## src/rtl/sprite_dispatch_arbiter.sv

```systemverilog
// sprite_dispatch_arbiter
//   Pops sprite descriptors from the sprite draw queue and hands each one to an
//   idle sprite_render channel. Channels are picked round-robin. Each channel
//   runs its own IDLE -> RUN -> RELEASE state machine. A frame flush aborts
//   every running channel.
//
//   Optional statistics counters are built only when SPRITE_DISPATCH_STATS_EN
//   is defined. Otherwise dispatch_count and stall_count are tied to zero.
//
// Ports
//   clock, reset             system clock, synchronous active-high reset
//   frame_flush              single-cycle pulse, aborts all channels
//   queue_is_empty           queue holds no descriptor
//   queue_sprite_*           head descriptor fields (id, x, y, scale)
//   queue_dequeue            one-cycle pop strobe to the queue
//   rend_en / rend_rst       per-channel renderer enable / reset
//   rend_id/x/y/scale        packed descriptor fields, channel k at [k*W +: W]
//   rend_finished            per-channel done level from the renderer
//   busy_mask                1 = channel in RUN
//   all_idle                 every channel IDLE and queue empty
//   dispatch_count           sprites dispatched (statistics build only)
//   stall_count              cycles the queue waited with no idle channel
module sprite_dispatch_arbiter #(
  parameter int NUM_RENDERERS = 4,
  parameter int ID_W          = 8,
  parameter int COORD_W       = 16,
  parameter int SCALE_W       = 8
) (
  input  logic                               clock,
  input  logic                               reset,
  input  logic                               frame_flush,
  input  logic                               queue_is_empty,
  input  logic [ID_W-1:0]                    queue_sprite_id,
  input  logic [COORD_W-1:0]                 queue_sprite_x,
  input  logic [COORD_W-1:0]                 queue_sprite_y,
  input  logic [SCALE_W-1:0]                 queue_sprite_scale,
  output logic                               queue_dequeue,
  output logic [NUM_RENDERERS-1:0]           rend_en,
  output logic [NUM_RENDERERS-1:0]           rend_rst,
  output logic [NUM_RENDERERS*ID_W-1:0]      rend_id,
  output logic [NUM_RENDERERS*COORD_W-1:0]   rend_x,
  output logic [NUM_RENDERERS*COORD_W-1:0]   rend_y,
  output logic [NUM_RENDERERS*SCALE_W-1:0]   rend_scale,
  input  logic [NUM_RENDERERS-1:0]           rend_finished,
  output logic [NUM_RENDERERS-1:0]           busy_mask,
  output logic                               all_idle,
  output logic [15:0]                        dispatch_count,
  output logic [15:0]                        stall_count
);

  localparam int PTR_W  = (NUM_RENDERERS > 1) ? $clog2(NUM_RENDERERS) : 1;
  localparam int CAND_W = PTR_W + 1;

  typedef enum logic [1:0] {
    ST_IDLE    = 2'd0,
    ST_RUN     = 2'd1,
    ST_RELEASE = 2'd2
  } chan_state_t;

  chan_state_t              state     [NUM_RENDERERS];
  chan_state_t              state_nxt [NUM_RENDERERS];
  logic [NUM_RENDERERS-1:0] idle;
  logic [PTR_W-1:0]         rr_ptr;
  logic [PTR_W-1:0]         grant_idx;
  logic [PTR_W-1:0]         rr_ptr_nxt;
  logic [CAND_W-1:0]        cand;
  logic                     found;
  logic                     grant;

  always_comb begin
    idle      = '0;
    busy_mask = '0;
    for (int k = 0; k < NUM_RENDERERS; k++) begin
      idle[k]      = (state[k] == ST_IDLE);
      busy_mask[k] = (state[k] == ST_RUN);
    end
  end

  assign all_idle = (&idle) && queue_is_empty;

  // Round-robin scan: first IDLE channel at or above rr_ptr, wrapping.
  // cand is one bit wider so rr_ptr + i never overflows before the wrap.
  always_comb begin
    found     = 1'b0;
    grant_idx = '0;
    cand      = '0;
    for (int i = 0; i < NUM_RENDERERS; i++) begin
      cand = {1'b0, rr_ptr} + CAND_W'(i);
      if (cand >= CAND_W'(NUM_RENDERERS)) cand = cand - CAND_W'(NUM_RENDERERS);
      if (!found && idle[cand[PTR_W-1:0]]) begin
        found     = 1'b1;
        grant_idx = cand[PTR_W-1:0];
      end
    end
  end

  // The pop strobe of the previous grant blocks this cycle, so the queue head
  // is never consumed twice.
  assign grant      = found && !queue_is_empty && !queue_dequeue && !frame_flush;
  assign rr_ptr_nxt = (grant_idx == PTR_W'(NUM_RENDERERS - 1)) ? '0 : grant_idx + PTR_W'(1);

  // Per-channel next state; flush outranks finished, and finished is only
  // looked at in RUN.
  always_comb begin
    for (int k = 0; k < NUM_RENDERERS; k++) begin
      state_nxt[k] = state[k];
      case (state[k])
        ST_IDLE:    if (grant && grant_idx == PTR_W'(k)) state_nxt[k] = ST_RUN;
        ST_RUN:     if (frame_flush || rend_finished[k]) state_nxt[k] = ST_RELEASE;
        ST_RELEASE: state_nxt[k] = ST_IDLE;
        default:    state_nxt[k] = ST_IDLE;
      endcase
    end
  end

  always_ff @(posedge clock) begin
    for (int k = 0; k < NUM_RENDERERS; k++) begin
      if (reset) state[k] <= ST_IDLE;
      else       state[k] <= state_nxt[k];
    end
  end

  // Registered outputs: decoded from next state so they line up with state.
  always_ff @(posedge clock) begin
    if (reset) begin
      rr_ptr        <= '0;
      queue_dequeue <= 1'b0;
      rend_en       <= '0;
      rend_rst      <= '1;
      rend_id       <= '0;
      rend_x        <= '0;
      rend_y        <= '0;
      rend_scale    <= '0;
    end else begin
      queue_dequeue <= grant;
      if (grant) rr_ptr <= rr_ptr_nxt;
      for (int k = 0; k < NUM_RENDERERS; k++) begin
        rend_en[k]  <= (state_nxt[k] == ST_RUN);
        rend_rst[k] <= (state_nxt[k] != ST_RUN);
        if (grant && grant_idx == PTR_W'(k)) begin
          rend_id[k*ID_W +: ID_W]          <= queue_sprite_id;
          rend_x[k*COORD_W +: COORD_W]     <= queue_sprite_x;
          rend_y[k*COORD_W +: COORD_W]     <= queue_sprite_y;
          rend_scale[k*SCALE_W +: SCALE_W] <= queue_sprite_scale;
        end
      end
    end
  end

`ifdef SPRITE_DISPATCH_STATS_EN
  function automatic logic [15:0] sat_inc(input logic [15:0] v);
    return (v == 16'hFFFF) ? v : v + 16'd1;
  endfunction

  logic stall;
  assign stall = !queue_is_empty && !(|idle) && !frame_flush;

  always_ff @(posedge clock) begin
    if (reset) begin
      dispatch_count <= '0;
      stall_count    <= '0;
    end else begin
      if (grant) dispatch_count <= sat_inc(dispatch_count);
      if (stall) stall_count    <= sat_inc(stall_count);
    end
  end
`else
  assign dispatch_count = '0;
  assign stall_count    = '0;
`endif

endmodule

```

## config.mk

```make
export PLATFORM = sky130hd
export DESIGN_NAME = sprite_dispatch_arbiter
export DESIGN_NICKNAME = d
export VERILOG_FILES = /design/src/rtl/sprite_dispatch_arbiter.sv
export SDC_FILE = /design/constraint.sdc
export NUM_CORES = 1
export LEC_CHECK = 0
export ABC_AREA = 1
export CORE_UTILIZATION = 44
export DETAILED_ROUTE_END_ITERATION = 10
export GPL_ROUTABILITY_DRIVEN = 1
export PLACE_DENSITY_LB_ADDON = 0.15
export SLEW_MARGIN = 20
export SYNTH_ARGS = -nofsm -noshare
export SYNTH_HDL_FRONTEND = slang
export SYNTH_SLANG_ARGS = --single-unit
```

## constraint.sdc

```tcl
create_clock -name clock -period 2.7 [get_ports clock]
set_input_delay 0.54 -clock clock [delete_from_list [all_inputs] [get_ports clock]]
set_output_delay 0.54 -clock clock [all_outputs]
set_load 0.005 [all_outputs]
```

# After elaboration in Yosys (flattened, before gate mapping)
# Memories as Yosys holds them, arrays and structs flattened.
# Index checks and enable logic that the tools add are counted.
# op_classes
add_sub_neg	8
n_mul	0
div	0
n_lt_le_gt_ge	8
eq_ne	15
shifts	0
n_mux	40
n_bitwise	4
n_reduce_logical	27
# op_table
op	count
2-bit 2-to-1 mux	21
2-bit by 1-bit == test with 1-bit output, second input constant	9
2-bit case mux with 2 select lines	4
2-bit by 3-bit less-than comparator with 1-bit output, second input constant	4
1-bit logical AND	11
1-bit 2-to-1 mux	11
2-bit logical NOT	5
3-bit >= comparator, second input constant	3
1-bit binary-select mux with 2-bit select	4
2-bit by 1-bit != test with 1-bit output, second input constant	4
2-bit by 1-bit subtractor with 2-bit output, second input constant	4
2-bit by 2-bit adder with 3-bit output, second input constant	2
1-bit logical NOT	6
2-bit == test, second input constant	2
1-bit logical OR	4
1-bit OR	4
4-bit AND reduction	1
2-bit by 1-bit adder with 3-bit output, second input constant	1
2-bit by 3-bit >= comparator with 1-bit output, second input constant	1
2-bit by 1-bit adder with 2-bit output, second input constant	1
# totals
ff_bits	203
latchBits	0
ramBits	8
mem_bits_ro	0
input_bits	56
n_memories	1
# mem_list
name	depth	width	rd	rd_clocked_by_memory_dff	wr	line	source
state	4	2	4	0	4	60	chan_state_t state [NUM_RENDERERS];

# Depth between registers and ports, before layout
# depth
depth_word	21
mapped_depth	20
mapped_depth_nobuf	16

# Least setup slack after synthesis
# Ideal clock, no wire load.
# synth_timing
path_type	register to register
start	reg rr_ptr[1]
end	reg rend_y[37]
setup_time_ns	0.110
t_arrival_ns	2.471
slack_ns	0.119
path_stages_with_launch	18
n_path_buf	4
period_less_slack_ns	2.581
cell_sequence	dfxtp_1 > buf_4 > inv_2 > nand2_2 > nand2_2 > nand3_2 > o21ai_4 > nand2_1 > nor2_1 > nand3_1 > o21ai_0 > ha_1 > clkbuf_1 > buf_1 > buf_1 > nand4_1 > nand2_1 > nor2_1
# synth_via
elab_chain_cells	18
word_cells_on_any_way	42
# synth_rtl
item	line	source
start: declaration	63	logic [PTR_W-1:0] rr_ptr;
start signal: assignment	136	if (grant) rr_ptr <= rr_ptr_nxt;
branches (longest 17 deep; another with 2-bit by 1-bit adder with 3-bit output)	--	
1-bit logical AND *	140	if (grant && grant_idx == PTR_W'(k)) begin
end signal: indexed assignment	143	rend_y[k*COORD_W +: COORD_W] <= queue_sprite_y;
end: declaration	42	output logic [NUM_RENDERERS*COORD_W-1:0] rend_y,
# Every way passes the cells marked *. The select of a mux whose other input is x is not followed.
# A chain may end at the register's enable or synchronous reset.

==> qor.yml <==
drt-initial-drc-count: 606
final.setup.tns_ps: 0
yosys_warning_total: 0
synthDominantAreaCellType: "sky130_fd_sc_hd__dfxtp_1"
layout-drive-gt1-share_pct: 6.28
grt_max_degree: 84
report.final.setup_viol: 0
antenna_found_initial: 0
final-hold-violation-count: 0
critical_path_required_ps: 3100
timing_limited_maximum_frequency_ghz: 0.398
synth_fa_ha_area_share_pct: 0.469
ys_top_cells_by_count: "sky130_fd_sc_hd__nand2_1, sky130_fd_sc_hd__inv_1, sky130_fd_sc_hd__dfxtp_1"
remaining_drc_errors: 0
dieWidth_um: 158
finish.net_count: 1938
netlist-cell-type-count: 24
data_arrival_time_at_the_worst_slack_endpoint_ps: 2910
grt_pass1_vias: 9374
type_of_element_capturing_the_critical_path: "register"
cellPowerDensity_nw_per_um2: 591
start_util_pct: 45.1
p_total_w: 0.00839
synthXorXnorAreaFrac_pct: 0
cts_max_level: 1
cts.sinks: 211
worstReg2RegEnd: "rend_rst[0]"
status: "complete, no violations"
flip_flop_and_latch_count_after_synthesis: 211
setup_ws_ps: 186
irDropWorstVdd_uv: 440
async_flop_share_pct: 0
port_buffers: 261
synth_edf_count: 0
syn-mean-instance-area_um2: 6.38
antenna_cells: 0
unrepaired_setup_endpoints_after_global_routing: "false"
final_period_minus_worst_setup_slack_ps: 2510
synthTopCellsByArea: "sky130_fd_sc_hd__dfxtp_1, sky130_fd_sc_hd__nand2_1, sky130_fd_sc_hd__inv_1"
fill_cells: 2256
routability_congestion: 0.874
pre_cts_ws_ps: 34.6
cts_buffers: 24
startpoint_of_the_lowest_slack_hold_path: "state[0][1]"
drv.max_cap_violation_count: 0
worstRegToRegCells: 16
detailedRoute.firstPassIterationCount: 5
synthFlopType: "sky130_fd_sc_hd__dfxtp_1"
hold_end: "state[0][1]"
area_growth_syn_to_layout_pct: 33.1
synth_seq_area_share_pct: 39.6
synth.most_common_cell: "sky130_fd_sc_hd__nand2_1"
overall_die_height_um: 158
post_drt_via_cell_ratio: 4.65
place_area_um2: 13400
regToRegSetupSlack_ps: 190
multiplexer_fraction_of_the_synthesized_cell_area_pct: 0
compound_gate_portion_of_the_synthesized_area_pct: 0.669
min_path_cells: 1
die-area_um2: 24900
mappedNetlistArea_um2: 10700
worstSkewPairLatency_ps: 520
grt_pass1_wl_um: 48700
regToRegStartpoint: "state[0][0]"
hold_path_class: "register to register"
vias: 10300
finalCoreUtilization_pct: 60.1
cts_tree: "yes"
standard_cell_rows: 56
core_area_um2: 23600
share_of_synthesized_cell_area_in_and_or_nand_and_nor_gates_pct: 35.5
synth_top_family_by_area: "simple AND/OR/NAND/NOR gates"
cts.root.buffer_cell: "sky130_fd_sc_hd__clkbuf_16"
min_period_over_period_pct: 93.1
grt_use_total_pct: 24.7
hpwlAfterDp_um: 20900
finalMaxSlewViolations: 0
cts_buffer_depth: 3
crit_type: "register to register"
wl_per_cell_um: 14.1
residual_overflow_from_global_routing: 0
cts.reportedPaths.clkPinSlew_ps: 60
number_of_cells_produced_by_synthesis: 1672
stdcell_area_um2: 14200
route.antenna.remaining_nets: 0
timing.critical_path.fanout_max: 21
cp-start-kind: "register"
clock-skew-final_ps: 7.46
leakage_nw: 6.77
i_o_pins: 294
routed_wl_um: 31300
synth_top_cell_area_share_pct: 39.6
==> per-layer routing <==
layer / up-vias / GRT usage [%] / wire length, µm
met5: - / 0 / 0
met4: 0 / 7.91 / 803
met3: 48 / 6.21 / 2650
met2: 359 / 41.5 / 14700
met1: 4592 / 30.9 / 13200
li1: 5298 / - / -
==> layout make-up <==
class	count	area, µm²	share of cell area [%]
clock buffer	33	696	4.90
clock inverter	11	86.3	0.608
inverter	442	1670	11.7
multi-input combinational	905	4070	28.7
sequential	211	4230	29.8
tap	319	399	2.81
timing repair buffer	294	3050	21.5
==> worst max-delay path, stage by stage, from the launching register on <==
cell	delay, ps
sky130_fd_sc_hd__dfxtp_1	320
sky130_fd_sc_hd__nor2_1	240
sky130_fd_sc_hd__nand2_1	120
sky130_fd_sc_hd__nand3_1	100
sky130_fd_sc_hd__nand2_1	110
sky130_fd_sc_hd__inv_1	130
sky130_fd_sc_hd__nand2_1	100
sky130_fd_sc_hd__nand2_1	70
sky130_fd_sc_hd__nand2_1	50
sky130_fd_sc_hd__nand2_1	110
sky130_fd_sc_hd__a21oi_2	70
sky130_fd_sc_hd__inv_1	90
sky130_fd_sc_hd__ha_2	200
sky130_fd_sc_hd__buf_4	290
sky130_fd_sc_hd__nand4_1	210
sky130_fd_sc_hd__nand2_1	120
sky130_fd_sc_hd__nand2_1	50
==> timing repair <==
action,CTS,global route
setup endpoints to repair,1,183
hold buffers,0,0
buffers inserted,0,0
gates resized for setup,1,8
cloned,0,0
pin swaps,0,0
==> power by group <==
group,switching [W],total [W],internal [W]
clock network,0.00132,0.00322,0.00190
logic,0.000998,0.00176,0.000758
registers,0.000109,0.00342,0.00331
total,0.00242,0.00839,0.00596
==> cells in the final DEF, fill, tap and decap left out, types with 4 or more instances in the layout <==
master and count:
sky130_fd_sc_hd__a21oi_1 9, sky130_fd_sc_hd__clkbuf_8 4, sky130_fd_sc_hd__nand3_1 12, sky130_fd_sc_hd__buf_4 16, sky130_fd_sc_hd__ha_2 4, sky130_fd_sc_hd__nor2_1 206
sky130_fd_sc_hd__clkbuf_16 25, sky130_fd_sc_hd__inv_2 21, sky130_fd_sc_hd__nand2_2 4, sky130_fd_sc_hd__nor4_1 4, sky130_fd_sc_hd__dfxtp_1 209, sky130_fd_sc_hd__clkbuf_1 4
sky130_fd_sc_hd__nand3_2 5, sky130_fd_sc_hd__inv_1 419, sky130_fd_sc_hd__nand2_1 423, sky130_fd_sc_hd__buf_12 14, sky130_fd_sc_hd__nand4_1 198, sky130_fd_sc_hd__clkdlybuf4s50_1 261
sky130_fd_sc_hd__conb_1 32, sky130_fd_sc_hd__clkinv_2 8
==> state kept, by name (all words and copies together), names as in the netlist <==
name	count
rend_x	64
rend_y	64
rend_id	32
rend_scale	32
state	8
rend_en	4
rend_rst	4
rr_ptr	2
queue_dequeue	1
==> kinds of logic (layout without fill, tap and decap cells) <==
family	Yosys count	count (layout)
AO/OA/AOI/OAI	12	12
flip-flops	211	211
other	1	32
adder cells (fa/ha/maj)	4	4
buffers and inverters	587	780
AND/OR/NAND/NOR	857	857
==> stage by stage <==
stage | instances | hold slack [ps]
final | 2215 | 453
after floorplan | 1703 | 422
after detailed placement | 2171 | 442
after global placement | 2171 | 433
after CTS | 2215 | 449
after global routing | 2215 | 489
==> worst max-delay path by stage <==
stage                 from  slack, ps           to
2_1_floorplan    rr_ptr[1]        120   rend_y[37]
3_3_place_gp   state[1][1]         90  rend_rst[1]
3_5_place_dp     rr_ptr[0]         30   rend_x[28]
4_1_cts        state[1][1]         30  rend_rst[1]
5_1_grt        state[0][1]          5  rend_rst[1]
6_report       state[0][0]        190  rend_rst[0]
Note: power is estimated with default switching activity, not from simulation.
